## src/rtl/riscv_pkg.sv

```systemverilog
// Shared RV32I control encodings: opcodes, FSM states and datapath select codes.
package riscv_pkg;

    localparam logic [6:0] OP_LOAD   = 7'b0000011;
    localparam logic [6:0] OP_STORE  = 7'b0100011;
    localparam logic [6:0] OP_R      = 7'b0110011;
    localparam logic [6:0] OP_I      = 7'b0010011;
    localparam logic [6:0] OP_BRANCH = 7'b1100011;
    localparam logic [6:0] OP_JAL    = 7'b1101111;
    localparam logic [6:0] OP_JALR   = 7'b1100111;
    localparam logic [6:0] OP_LUI    = 7'b0110111;
    localparam logic [6:0] OP_AUIPC  = 7'b0010111;

    typedef enum logic [3:0] {
        S_FETCH    = 4'd0,
        S_DECODE   = 4'd1,
        S_MEMADR   = 4'd2,
        S_MEMREAD  = 4'd3,
        S_MEMWB    = 4'd4,
        S_MEMWRITE = 4'd5,
        S_EXECR    = 4'd6,
        S_EXECI    = 4'd7,
        S_ALUWB    = 4'd8,
        S_BRANCH   = 4'd9,
        S_JAL      = 4'd10,
        S_JALR     = 4'd11,
        S_LUI      = 4'd12,
        S_AUIPC    = 4'd13
    } state_t;

    localparam logic [1:0] ALUOP_ADD   = 2'b00;
    localparam logic [1:0] ALUOP_SUB   = 2'b01;
    localparam logic [1:0] ALUOP_FUNCT = 2'b10;
    localparam logic [1:0] ALUOP_LUI   = 2'b11;

    localparam logic [1:0] SRCA_PC    = 2'b00;
    localparam logic [1:0] SRCA_OLDPC = 2'b01;
    localparam logic [1:0] SRCA_RS1   = 2'b10;
    localparam logic [1:0] SRCA_ZERO  = 2'b11;

    localparam logic [1:0] SRCB_RS2  = 2'b00;
    localparam logic [1:0] SRCB_IMM  = 2'b01;
    localparam logic [1:0] SRCB_FOUR = 2'b10;

    localparam logic [1:0] RES_ALUOUT = 2'b00;
    localparam logic [1:0] RES_MEM    = 2'b01;
    localparam logic [1:0] RES_ALU    = 2'b10;

    localparam logic [2:0] IMM_I = 3'b000;
    localparam logic [2:0] IMM_S = 3'b001;
    localparam logic [2:0] IMM_B = 3'b010;
    localparam logic [2:0] IMM_J = 3'b011;
    localparam logic [2:0] IMM_U = 3'b100;

endpackage

```

## src/rtl/imm_src_decoder.sv

```systemverilog
// Immediate format select, purely from the opcode and independent of FSM state.
module imm_src_decoder
    import riscv_pkg::*;
(
    input  logic [6:0] op_i,
    output logic [2:0] imm_src_o
);

    always_comb begin
        unique case (op_i)
            OP_STORE:         imm_src_o = IMM_S;
            OP_BRANCH:        imm_src_o = IMM_B;
            OP_JAL:           imm_src_o = IMM_J;
            OP_LUI, OP_AUIPC: imm_src_o = IMM_U;
            default:          imm_src_o = IMM_I;
        endcase
    end

endmodule

```

## src/rtl/multicycle_control_fsm.sv

```systemverilog
// Multi-cycle RV32I main control: state register plus Moore/Mealy output decode.
module multicycle_control_fsm
    import riscv_pkg::*;
#(
    parameter int MEM_WAIT_EN = 1
) (
    input  logic       clk_i,
    input  logic       rst_i,
    input  logic [6:0] op_i,
    input  logic [2:0] funct3_i,
    input  logic       zero_i,
    input  logic       mem_ready_i,
    output logic       mem_req_o,
    output logic       mem_write_o,
    output logic       adr_src_o,
    output logic       ir_write_o,
    output logic       pc_write_o,
    output logic       reg_write_o,
    output logic [1:0] alu_src_a_o,
    output logic [1:0] alu_src_b_o,
    output logic [1:0] result_src_o,
    output logic [1:0] alu_op_o,
    output logic [2:0] imm_src_o,
    output logic       illegal_o,
    output logic [3:0] state_o
);

    state_t state_q, state_d;
    logic   ready;
    logic   illegal_op;
    logic   unused_funct3;

    assign ready         = (MEM_WAIT_EN != 0) ? mem_ready_i : 1'b1;
    assign unused_funct3 = ^funct3_i[2:1];
    assign state_o       = state_q;

    imm_src_decoder u_imm_src (
        .op_i     (op_i),
        .imm_src_o(imm_src_o)
    );

    always_comb begin
        state_d    = S_FETCH;
        illegal_op = 1'b0;
        unique case (state_q)
            S_FETCH:    state_d = ready ? S_DECODE : S_FETCH;
            S_DECODE: begin
                unique case (op_i)
                    OP_LOAD, OP_STORE: state_d = S_MEMADR;
                    OP_R:              state_d = S_EXECR;
                    OP_I:              state_d = S_EXECI;
                    OP_BRANCH:         state_d = S_BRANCH;
                    OP_JAL:            state_d = S_JAL;
                    OP_JALR:           state_d = S_JALR;
                    OP_LUI:            state_d = S_LUI;
                    OP_AUIPC:          state_d = S_AUIPC;
                    default:           illegal_op = 1'b1;
                endcase
            end
            S_MEMADR:   state_d = op_i[5] ? S_MEMWRITE : S_MEMREAD;
            S_MEMREAD:  state_d = ready ? S_MEMWB : S_MEMREAD;
            S_MEMWRITE: state_d = ready ? S_FETCH : S_MEMWRITE;
            S_EXECR, S_EXECI, S_LUI, S_AUIPC, S_JAL: state_d = S_ALUWB;
            S_JALR:     state_d = S_JAL;
            default:    state_d = S_FETCH;
        endcase
    end

    always_ff @(posedge clk_i or posedge rst_i) begin
        if (rst_i) state_q <= S_FETCH;
        else       state_q <= state_d;
    end

    // Output decode; reset gates everything so an in-flight access is dropped at once.
    always_comb begin
        mem_req_o    = 1'b0;
        mem_write_o  = 1'b0;
        adr_src_o    = 1'b0;
        ir_write_o   = 1'b0;
        pc_write_o   = 1'b0;
        reg_write_o  = 1'b0;
        alu_src_a_o  = SRCA_PC;
        alu_src_b_o  = SRCB_RS2;
        result_src_o = RES_ALUOUT;
        alu_op_o     = ALUOP_ADD;
        illegal_o    = 1'b0;
        if (!rst_i) begin
            unique case (state_q)
                S_FETCH: begin
                    mem_req_o    = 1'b1;
                    alu_src_b_o  = SRCB_FOUR;
                    result_src_o = RES_ALU;
                    ir_write_o   = ready;
                    pc_write_o   = ready;
                end
                S_DECODE: begin
                    alu_src_a_o = SRCA_OLDPC;
                    alu_src_b_o = SRCB_IMM;
                    illegal_o   = illegal_op;
                end
                S_MEMADR: begin
                    alu_src_a_o = SRCA_RS1;
                    alu_src_b_o = SRCB_IMM;
                end
                S_MEMREAD: begin
                    mem_req_o = 1'b1;
                    adr_src_o = 1'b1;
                end
                S_MEMWB: begin
                    result_src_o = RES_MEM;
                    reg_write_o  = 1'b1;
                end
                S_MEMWRITE: begin
                    mem_req_o   = 1'b1;
                    mem_write_o = 1'b1;
                    adr_src_o   = 1'b1;
                end
                S_EXECR: begin
                    alu_src_a_o = SRCA_RS1;
                    alu_op_o    = ALUOP_FUNCT;
                end
                S_EXECI: begin
                    alu_src_a_o = SRCA_RS1;
                    alu_src_b_o = SRCB_IMM;
                    alu_op_o    = ALUOP_FUNCT;
                end
                S_ALUWB:  reg_write_o = 1'b1;
                S_BRANCH: begin
                    alu_src_a_o = SRCA_RS1;
                    alu_op_o    = ALUOP_SUB;
                    pc_write_o  = zero_i ^ funct3_i[0];
                end
                S_JALR: begin
                    alu_src_a_o = SRCA_RS1;
                    alu_src_b_o = SRCB_IMM;
                end
                S_JAL: begin
                    alu_src_a_o = SRCA_OLDPC;
                    alu_src_b_o = SRCB_FOUR;
                    pc_write_o  = 1'b1;
                end
                S_LUI: begin
                    alu_src_a_o = SRCA_ZERO;
                    alu_src_b_o = SRCB_IMM;
                    alu_op_o    = ALUOP_LUI;
                end
                S_AUIPC: begin
                    alu_src_a_o = SRCA_OLDPC;
                    alu_src_b_o = SRCB_IMM;
                end
                default: ;
            endcase
        end
    end

endmodule

```

## config.mk

```make
export PLATFORM = sky130hd
export DESIGN_NAME = multicycle_control_fsm
export DESIGN_NICKNAME = d
export VERILOG_FILES = /design/src/rtl/riscv_pkg.sv /design/src/rtl/imm_src_decoder.sv /design/src/rtl/multicycle_control_fsm.sv
export SDC_FILE = /design/constraint.sdc
export NUM_CORES = 1
export LEC_CHECK = 0
export CAP_MARGIN = 40
export CORE_MARGIN = 2
export CORE_UTILIZATION = 35
export DETAILED_ROUTE_END_ITERATION = 10
export PLACE_DENSITY_LB_ADDON = 0.3
export SYNTH_ARGS = -nofsm -noshare
export SYNTH_HDL_FRONTEND = slang
export SYNTH_SLANG_ARGS = --single-unit
```

## constraint.sdc

```tcl
create_clock -name clk_i -period 1.3 [get_ports clk_i]
set_clock_uncertainty 0.05 [all_clocks]
set_input_delay 0.13 -clock clk_i [delete_from_list [all_inputs] [get_ports clk_i]]
set_output_delay 0.13 -clock clk_i [all_outputs]
set_load 0.02 [all_outputs]
```

==> impl_metrics.toml, run 1 <==
[run_status]
outcome = "complete, but fails checks"
violations = "setup timing"

[sta]
fmax_mhz = 562
final_max_slew_viol_count = 0
final_critical_path_setup_slack_ns = -0.480
tightestPinTransition_ns = 0.321
tns_ns = -6.65
setup_viol = 22
fin_crit_ns = 1.78
period_share_pct = 137
whs_ns = 0.375
hold_viol = 0
maxSlewHeadroom_pct = 78.4
rsz0062_at_grt = "yes"

[power_and_ir_drop]
p_leak_nw = 0.719
power_density_nw_per_um2 = 655
max-vdd-ir-drop_uv = 422
totalPowerFinal_mw = 1.08

[detailed_routing]
drc_errors = 0
num_vias = 1173
avgViaCountPerCell = 6.02
wirelength_um = 4210
drt_iter0_drc = 65
detail-route-antenna-nets = 0
first_pass_iters = 4
wire_per_inst_um = 21.6

[clock_tree]
cts_buffers = 3
cts_htree_levels = 1
clk_latency_ns = 0.25
cts_tree = "done"
cts_root_buffer = "clkbuf_4"
clk_pin_slew_ns = 0.05
clkSinkCount = 4
clockBufferDepth = 2

[cells_and_area]
ff_latch_area_um2 = 108
final_area_um2 = 1660
final_cells = 195
fillers = 62
num_antenna_cells = 0
utilization_pct = 93.8
drive_gt1_share_pct = 68.2
areaGrowthSynthToFinish_pct = 147
largest_reg_flops = 4
final_nets = 186
multi_input_area_um2 = 766

[logic_synthesis]
synth_flop_cell = "dfrtp_1"
synth_top_area_share_pct = 15.0
synth_seq_cells = 4
synth.top_cells.by_area = "dfrtp_1 15%, a21oi_1 6.7%, nand2b_1 5.6%"
async_flop_share_pct = 100
synth_common_cells = "9 x a21oi_1, 9 x nor2_1, 8 x nand2_1, 6 x nand2b_1"
syn-cell-area_um2 = 669
synthDistinctLibCells = 39
synth_edf_count = 0
yosysTopAreaCell = "dfrtp_1"
ys.warnings.count = 0
syn_area_per_cell_um2 = 7.05
synthCells = 95
synth_nets = 109
synth_seq_area_share_pct = 15.0

[setup_path]
r2r_end = "state_o[0]"
critPathKind = "register to primary output"
r2r_cells = 5
rr_startpoint = "state_o[2]"
reg2reg_setup_slack_ns = -0.28
cp-start-kind = "register"
worstPathRequired_ns = 1.12
path_max_fanout = 8
cp-endpoint = "pc_write_o"
arrival_ns = 1.60
worstSetupEndpointType = "primary output"
critPathLaunch = "state_o[2]"

[die]
fp.dieArea_um2 = 2280
io_pins = 36
num_rows = 15
fp.dieH_um = 47.7
core_area_um2 = 1760
die_x_um = 47.7
start_util_pct = 37.9

[min_path]
hold_class = "primary input to register"
min_from = "op_i[3]"

[place]
placedCellCount = 179
portBuffers = 33
place_hpwl_um = 1910
placed_area_um2 = 1390
globalplace.congestion = 0.817
post-place-ws_ns = -0.705

[global_route]
use_met2_pct = 48.3
gr-total-overflow = 0
grt_pass1_wl_um = 4260
met1_usage_pct = 32.6
grt_max_degree = 10
grt.busiest_layer = "met2"
grtUsageTotal_pct = 27.0
use_met3_pct = 3.40
antenna_found_initial = 0
grt_pass1_vias = 935

[run]
max_cap_viol_count = 0
## critical path, stage by stage (launching register included)
cell and delay, ns:
dfrtp_4 0.55, buf_6 0.18, nand4b_1 0.17, o21ai_1 0.11, nor3b_4 0.21, buf_6 0.14
## timing repair
action / in CTS / in global routing
pin swaps: 9 / 11
hold buffers: 0 / 0
resized for setup: 128 / 30
setup buffers: 6 / 7
setup endpoints to repair: 26 / 21
## cells in the final DEF (no fill, tap or decap), types with 2 or more instances in the layout
cell type,synthesis,layout
a21oi_1,9,3
dlygate4sd2_1,0,5
nor3_2,0,2
clkbuf_4,0,3
buf_2,5,4
nor2_1,9,6
dfrtp_2,0,3
buf_6,1,24
nand3_1,4,3
nand2b_4,0,3
and3_1,5,2
a21oi_2,0,3
and3_4,0,3
a22oi_1,3,2
clkdlybuf4s50_1,0,6
buf_4,2,39
a21oi_4,0,3
nand2b_1,6,3
nand2_1,8,7
inv_1,3,3
nor2_4,0,3
o22ai_2,0,2
## layout make-up
cell class | count | share of cell area [%]
inverter | 3 | 0.680
clock buffer | 3 | 1.36
timing repair buffer | 80 | 43.3
multi-input combinational | 80 | 46.3
tap | 25 | 1.89
sequential | 4 | 6.50
## layer usage
layer | share of wire, % | vias up
met5 | 0 | -
met4 | 5.5 | 0
met3 | 8.5 | 28
met2 | 47 | 103
met1 | 39 | 554
li1 | - | 488
## report_power, final
group          internal, mW  switching (mW)  leakage, nW
Clock                 0.105          0.0702       0.0138
Sequential            0.136          0.0310       0.0476
Combinational         0.386           0.356        0.657
## cell families (layout without fill, tap and decap cells)
logic type             after synthesis  in the layout  synth area share [%]
AO/OA/AOI/OAI                       24             24                  24.1
XOR/XNOR                             4              4                  5.23
buffers and inverters               11             86                  9.34
flip-flops                           4              4                  15.0
multiplexers                         1              1                  1.68
AND/OR/NAND/NOR                     51             51                  44.7
## worst min-delay path by stage
stage	end	slack [ns]	cells after the start
2_1_floorplan	state_o[0]	0.12	2
3_3_place_gp	state_o[0]	0.47	3
3_5_place_dp	state_o[0]	0.47	3
4_1_cts	state_o[0]	0.24	3
5_1_grt	state_o[0]	0.37	2
6_report	state_o[0]	0.37	2
(Power assumes the default switching activity.)
==> inputs of run 2 (changes only) <==
--- a/config.mk
+++ b/config.mk
@@ -5,7 +5,7 @@
 export SDC_FILE = /design/constraint.sdc
 export NUM_CORES = 1
 export LEC_CHECK = 0
-export CAP_MARGIN = 40
+export CAP_MARGIN = 25
 export CORE_MARGIN = 2
 export CORE_UTILIZATION = 35
 export DETAILED_ROUTE_END_ITERATION = 10
==> results of run 2 <==
Same layout as run 1: the final DEF is identical, and so are final timing and power.
